**config.mk**
```make
export PLATFORM = sky130hd
export DESIGN_NAME = usart_tx
export DESIGN_NICKNAME = d
export VERILOG_FILES = /design/src/rtl/usart_tx.sv
export SDC_FILE = /design/constraint.sdc
export NUM_CORES = 1
export LEC_CHECK = 0
export CAP_MARGIN = 20
export CELL_PAD_IN_SITES_DETAIL_PLACEMENT = 0
export CELL_PAD_IN_SITES_GLOBAL_PLACEMENT = 2
export CORE_AREA = 2 2 64 91
export CTS_CLUSTER_SIZE = 14
export DETAILED_ROUTE_END_ITERATION = 8
export DIE_AREA = 0 0 66 93
export GPL_TIMING_DRIVEN = 0
export PLACE_DENSITY_LB_ADDON = 0.1
export SETUP_SLACK_MARGIN = 0.05
export SYNTH_ARGS = -nofsm -noshare
export SYNTH_HDL_FRONTEND = slang
export SYNTH_SLANG_ARGS = --single-unit
```
**constraint.sdc**
```tcl
create_clock -name clock -period 3.9 [get_ports clock]
set_clock_uncertainty 0.2 [all_clocks]
set_input_delay 0.39 -clock clock [delete_from_list [all_inputs] [get_ports clock]]
set_output_delay 0.39 -clock clock [all_outputs]
set_load 0.005 [all_outputs]
```
**src/rtl/usart_tx.sv**
```systemverilog
// UART transmitter: serialises one byte per valid/ready handshake onto txd.
// Frame is LSB first: start(0), UART_BIT data bits, optional parity, stop(1).
module usart_tx #(
    parameter int CLK_FRQ      = 50_000_000,
    parameter int BAUD_RATE    = 115_200,
    parameter int UART_CNT_MAX = CLK_FRQ / BAUD_RATE,
    parameter int UART_BIT     = 8,
    parameter int PARITY       = 0
) (
    input  logic       clock,
    input  logic       rst_n,
    input  logic [7:0] tx_data,
    input  logic       tx_valid,
    output logic       tx_ready,
    output logic       tx_busy,
    output logic       tx_done,
    output logic       txd
);

    localparam logic [19:0] BAUD_LAST = 20'(UART_CNT_MAX - 1);
    localparam logic [2:0]  BIT_LAST  = 3'(UART_BIT - 1);
    localparam logic        PAR_ODD   = (PARITY == 2);

    typedef enum logic [2:0] {
        ST_IDLE,
        ST_START,
        ST_DATA,
        ST_PARITY,
        ST_STOP
    } state_e;

    state_e      state_q;
    logic [19:0] baud_cnt_q;
    logic [2:0]  bit_cnt_q;
    logic [7:0]  shift_q;
    logic        parity_q;
    logic        txd_q;
    logic        done_q;
    logic        baud_end;

    assign baud_end = (baud_cnt_q == BAUD_LAST);

    // NOTE: all state is updated with non-blocking assignments so every register
    // samples pre-edge values; blocking here would chain updates within one edge.
    always_ff @(posedge clock or negedge rst_n) begin
        if (!rst_n) begin
            state_q    <= ST_IDLE;
            baud_cnt_q <= '0;
            bit_cnt_q  <= '0;
            shift_q    <= '0;
            parity_q   <= 1'b0;
            txd_q      <= 1'b1;
            done_q     <= 1'b0;
        end else begin
            done_q <= 1'b0;
            case (state_q)
                ST_IDLE: begin
                    txd_q <= 1'b1;
                    if (tx_valid) begin
                        shift_q    <= tx_data;
                        parity_q   <= 1'b0;
                        baud_cnt_q <= '0;
                        bit_cnt_q  <= '0;
                        txd_q      <= 1'b0;
                        state_q    <= ST_START;
                    end
                end

                ST_START: begin
                    if (baud_end) begin
                        baud_cnt_q <= '0;
                        bit_cnt_q  <= '0;
                        txd_q      <= shift_q[0];
                        state_q    <= ST_DATA;
                    end else begin
                        baud_cnt_q <= baud_cnt_q + 20'd1;
                    end
                end

                ST_DATA: begin
                    if (baud_end) begin
                        baud_cnt_q <= '0;
                        parity_q   <= parity_q ^ shift_q[0];
                        if (bit_cnt_q == BIT_LAST) begin
                            if (PARITY != 0) begin
                                // Fold in the bit just finished; parity_q is still one bit behind.
                                txd_q   <= parity_q ^ shift_q[0] ^ PAR_ODD;
                                state_q <= ST_PARITY;
                            end else begin
                                txd_q   <= 1'b1;
                                state_q <= ST_STOP;
                            end
                        end else begin
                            shift_q   <= {1'b0, shift_q[7:1]};
                            txd_q     <= shift_q[1];
                            bit_cnt_q <= bit_cnt_q + 3'd1;
                        end
                    end else begin
                        baud_cnt_q <= baud_cnt_q + 20'd1;
                    end
                end

                ST_PARITY: begin
                    if (baud_end) begin
                        baud_cnt_q <= '0;
                        txd_q      <= 1'b1;
                        state_q    <= ST_STOP;
                    end else begin
                        baud_cnt_q <= baud_cnt_q + 20'd1;
                    end
                end

                ST_STOP: begin
                    if (baud_end) begin
                        baud_cnt_q <= '0;
                        txd_q      <= 1'b1;
                        done_q     <= 1'b1;
                        state_q    <= ST_IDLE;
                    end else begin
                        baud_cnt_q <= baud_cnt_q + 20'd1;
                    end
                end

                default: begin
                    txd_q   <= 1'b1;
                    state_q <= ST_IDLE;
                end
            endcase
        end
    end

    assign tx_ready = (state_q == ST_IDLE);
    assign tx_busy  = ~tx_ready;
    assign tx_done  = done_q;
    assign txd      = txd_q;

endmodule

```
# Yosys cells after proc, flatten, opt, wreduce, memory -nomap -nowiden
# Index checks and enable logic that the tools add are counted.
[word_totals]
regBits = 36
in_bits = 11
out_inout_bits = 4
word_cells = 60
[classes]
add_sub_neg = 2
eq_ne = 14
n_mux = 26
n_bitwise = 1
reduce_logical = 11
[op_table]
columns = ["operator", "n"]
rows = [
  ["two-way mux 20 bit", 2],
  ["case mux 20 bit (2 select lines)", 1],
  ["two-way mux 3 bit", 9],
  ["two-way mux 8 bit", 3],
  ["adder 20 x 1 -> 20 bit (second input constant)", 1],
  ["== test 20 x 9 -> 1 bit (second input constant)", 1],
  ["case mux 8 bit (2 select lines)", 1],
  ["case mux 3 bit (5 select lines)", 1],
  ["inequality test 2 bit (second input constant)", 7],
  ["case mux 3 bit (3 select lines)", 1],
  ["two-way mux 1 bit", 7],
  ["== test 3 x 2 -> 1 bit (second input constant)", 2],
  ["== test 3 bit (second input constant)", 2],
  ["AND reduction 6 bit", 1],
  ["AND reduction 5 bit", 1],
  ["case mux 1 bit (4 select lines)", 1],
  ["AND reduction 4 bit", 1],
  ["nonzero test 2 bit", 2],
  ["OR reduction 4 bit", 1],
  ["adder 3 x 1 -> 3 bit (second input constant)", 1],
  ["== test 3 x 1 -> 1 bit (second input constant)", 1],
  ["zero test 3 bit", 1],
  ["AND reduction 3 bit", 1],
  ["nonzero test 3 bit", 1],
  ["other kinds (4)", 4],
]

# Depth between registers and ports, before layout
[logic_depth]
depth_word = 4
mapped_depth = 9
ltp_nobuf = 7

# Least setup slack after synthesis
# Ideal clock, no wire load.
[synth_path]
kind = "flip-flop to flip-flop"
start = "register baud_cnt_q[0]"
end = "register baud_cnt_q[14]"
setup_time_ns = 0.079
t_arrival_ns = 1.747
required_ns = 3.621
path_slack_ns = 1.873
path_stages_with_launch = 7
n_path_buf = 0
period_less_slack_ns = 2.027
path_cell_list = "dfrtp_1 > ha_1 > and3_4 > nand2_4 > or4_4 > or3_1 > mux2i_1"
[synth_via]
elab_chain_cells = 3
elab_cells_between_ends = 4
classes_between = "add/sub (1); eq/ne (1); mux (2)"
[synth_rtl]
columns = ["element", "line", "text"]
rows = [
  ["start: declaration", "33", "logic [19:0] baud_cnt_q;"],
  ["start signal: assignment", "76", "baud_cnt_q <= baud_cnt_q + 20'd1;"],
  ["start signal: assignment", "99", "baud_cnt_q <= baud_cnt_q + 20'd1;"],
  ["start signal: assignment", "109", "baud_cnt_q <= baud_cnt_q + 20'd1;"],
  ["adder 20 x 1 -> 20 bit / == test 20 x 9 -> 1 bit (equally long branches)", "-", ""],
  ["two-way mux 20 bit *", "-", ""],
  ["case mux 20 bit (2 select lines) *", "56", "case (state_q)"],
]
# Every way passes the cells marked *; elsewhere a longest branch is shown, timed or not.
# A chain may end at the register's enable or synchronous reset.

# Final worst setup path
[layout_path]
start = "register bit_cnt_q[0]"
end = "register shift_q[4]"
[layout_via]
elab_chain_cells = 3
[layout_rtl]
columns = ["element", "line", "text"]
rows = [
  ["start: declaration", "34", "logic [2:0] bit_cnt_q;"],
  ["start signal: assignment", "96", "bit_cnt_q <= bit_cnt_q + 3'd1;"],
  ["== test 3 bit", "84", "if (bit_cnt_q == BIT_LAST) begin"],
  ["inequality test 2 bit (no line)", "-", ""],
  ["AND reduction 4 bit (no line)", "-", ""],
  ["end signal: assignment", "60", "shift_q <= tx_data;"],
  ["end signal: assignment", "94", "shift_q <= {1'b0, shift_q[7:1]};"],
  ["end: declaration", "35", "logic [7:0] shift_q;"],
]
# Every way passes these cells.

==> results.sh <==
export IMPL_status="complete, but fails checks"
export IMPL_violations="negative hold slack"
export IMPL_synthFlopType="dfrtp_1"
export IMPL_wl_met1_mm=2.13
export IMPL_switching_share_pct=30.0
export IMPL_core_area_sq_um=5370
export IMPL_dp_hpwl_mm=3.79
export IMPL_cts_tree="yes"
export IMPL_cts_sinks=36
export IMPL_synth_seq_area_share_pct=43.5
export IMPL_powerDensity_nw_per_um2=409
export IMPL_netlist_top_cells_area="dfrtp_1, nand3_1, mux2i_1"
export IMPL_cp_start_kind="flip-flop"
export IMPL_syn_area_per_cell_sq_um=9.65
export IMPL_drt_vias_per_instance=5.57
export IMPL_power_share_clock_pct=28.8
export IMPL_power_leakage_uw=0.00104
export IMPL_drv_cap=0
export IMPL_fin_crit_ns=2.35
export IMPL_tightestPinTransition_ns=0.830
export IMPL_drt_wl_total_mm=5.21
export IMPL_synth_nets=230
export IMPL_synthToLayoutAreaGrowth_pct=15.1
export IMPL_cp_max_fo=10
export IMPL_hold_viol=11
export IMPL_cts_root_buf="clkbuf_8"
export IMPL_drive_gt1_share_pct=14.8
export IMPL_crit_path_end_kind="flip-flop"
export IMPL_p_switching_uw=293
export IMPL_dieArea_sq_um=6140
export IMPL_max_slew_margin_pct=44.7
export IMPL_htreeDepth=2
export IMPL_antenna_found_initial=0
export IMPL_ys_ff_latch=36
export IMPL_drtIter0Drc=55
export IMPL_io_pins=15
export IMPL_die_w_um=66
export IMPL_grtUsageTotal_pct=19.1
export IMPL_synth_most_common_cell="dfrtp_1"
export IMPL_met2WireLength_mm=2.93
export IMPL_gp_congestion=0.783
export IMPL_vdd_ir_drop_max_mv=0.172
export IMPL_drc_errors=0
export IMPL_grt_max_degree=37
export IMPL_nFillCells=572
export IMPL_critPathRequiredTime_ns=3.90
export IMPL_grt_overflow_total=0
export IMPL_grt_pass1_wl_mm=8.87
export IMPL_cp_arrival_ns=2.35
export IMPL_cts_hold_buf=0
export IMPL_async_reset_ff_share_pct=100
export IMPL_hold_class="primary input to async pin"
export IMPL_yosys_area_top_type="dfrtp_1"
export IMPL_num_antenna_cells=0
export IMPL_dr_pass1_iters=4
export IMPL_synth_edf_count=0
export IMPL_ys_types=48
export IMPL_die_h_um=93
export IMPL_cts_buffer_depth=2
export IMPL_post_route_period_util_pct=60.2
export IMPL_synth_area_sq_um=2070
export IMPL_power_frac_seq_pct=51.2
export IMPL_setup_viol=0
export IMPL_path_clk_slew_ns=0.08
export IMPL_ctsResizeCount=0
export IMPL_ys_top_cells_by_count="dfrtp_1, nand2_1, nand3_1"
export IMPL_ant_nets=0
export IMPL_worst_setup_path_type="flip-flop to flip-flop"
export IMPL_rrSetupSlack_ns=1.55
export IMPL_netlist_instances=215
export IMPL_ys_warn_count=0
export IMPL_grt_setup_unrepaired="no"
export IMPL_pwr_share_comb_pct=20.0
export IMPL_finalNetCount=251
export IMPL_rows=32
export IMPL_wl_per_cell_um=17.1
export IMPL_grt_pass1_vias=1819
export IMPL_met3_wirelength_um=92
export IMPL_worst_skew_pair_late_latency_ns=0.29
export IMPL_final_setup_tns_ns=0
export IMPL_yosysTopAreaCellShare_pct=42.2
export IMPL_io_buffers=14
export IMPL_tritoncts_num_buffers=5
export IMPL_highest_layer="met4"
export IMPL_start_util_pct=38.7
export IMPL_whs_ns=-0.0134
export IMPL_slew_viol_final=0
export IMPL_postCtsSetupRepairBufs=0
export IMPL_internal_power_uw=684
export IMPL_via_count=1700
export IMPL_max_freq_mhz=426
[power by group through the flow]
stage | Sequential (uW) | Combinational, uW | Clock [uW]
after floorplan | 490 | 135 | 0
after global placement | 504 | 194 | 0
after detailed placement | 506 | 199 | 0
after CTS | 500 | 200 | 292
after global routing | 510 | 223 | 309
final | 500 | 196 | 281
[registers in the layout (all words and copies together) (netlist names)]
register	flops
tx_done	1
state_q	3
txd	1
bit_cnt_q	3
baud_cnt_q	20
shift_q	8
[final timing paths]
check / from / to / depth (start not counted)
worst max-delay path: bit_cnt_q[0] / shift_q[4] / 6
worst min-delay path: rst_n / baud_cnt_q[15] / 1
worst max register to register: bit_cnt_q[0] / shift_q[4] / 6
worst min register to register: bit_cnt_q[1] / bit_cnt_q[1] / 1
max in group asynchronous: rst_n / tx_done / 1
min in group clock: bit_cnt_q[1] / bit_cnt_q[1] / 1
[cell families after synthesis]
| group | share of synthesized area (%) |
|---|---|
| compound gates | 20.0 |
| mux | 4.95 |
| simple gates | 23.7 |
| fa+ha+maj | 2.41 |
| buf+inv | 5.49 |
| flops | 43.5 |
[metrics by stage]
stage	cells	power [uW]	utilization [%]	area, sq um	setup slack, ns
finish	305	977	44.5	2390	1.55
global route	305	1040	44.5	2390	1.40
CTS	305	992	44.5	2390	1.53
detailed placement	297	705	42.8	2290	1.53
global placement	297	698	42.9	2300	1.42
floorplan	215	625	-	2070	1.87
[cells in the final DEF (no fill, tap or decap), types with 5 or more instances in the layout]
cell type        count
nand2_1             19
clkdlybuf4s50_1     13
nand3_1             18
a21o_1               6
o22ai_1              7
dfrtp_1             35
clkbuf_8             7
o21ai_0              9
buf_2                5
a2bb2oi_1            7
a21oi_1             12
nor2_1              14
mux2i_1              8
[layout make-up]
class                   count  area (sq um)  share of cell area (%)
well taps                  68          85.1                    3.56
repair buffers             14           135                    5.66
clock buffers               6          82.6                    3.46
clock inverters             2          10.0                   0.419
inverters                   4          15.0                   0.629
multi-input cells         162          1060                    44.3
flip-flops and latches     36           902                    37.8
plain buffers              13          98.8                    4.14
[worst max-delay path, stage by stage (launching register included)]
cell	delay, ns
dfrtp_1	0.39
ha_1	0.20
ha_1	0.21
nand2b_1	0.21
a21boi_2	0.41
a21boi_2	0.43
a2bb2oi_1	0.21
[routing by layer]
layer / global-route usage [%] / vias to the layer above
met4: 5.44 / 0
met5: 0 / -
met1: 21.6 / 841
met2: 36.3 / 15
met3: 2.89 / 6
li1: - / 838
(Power assumes the default switching activity.)
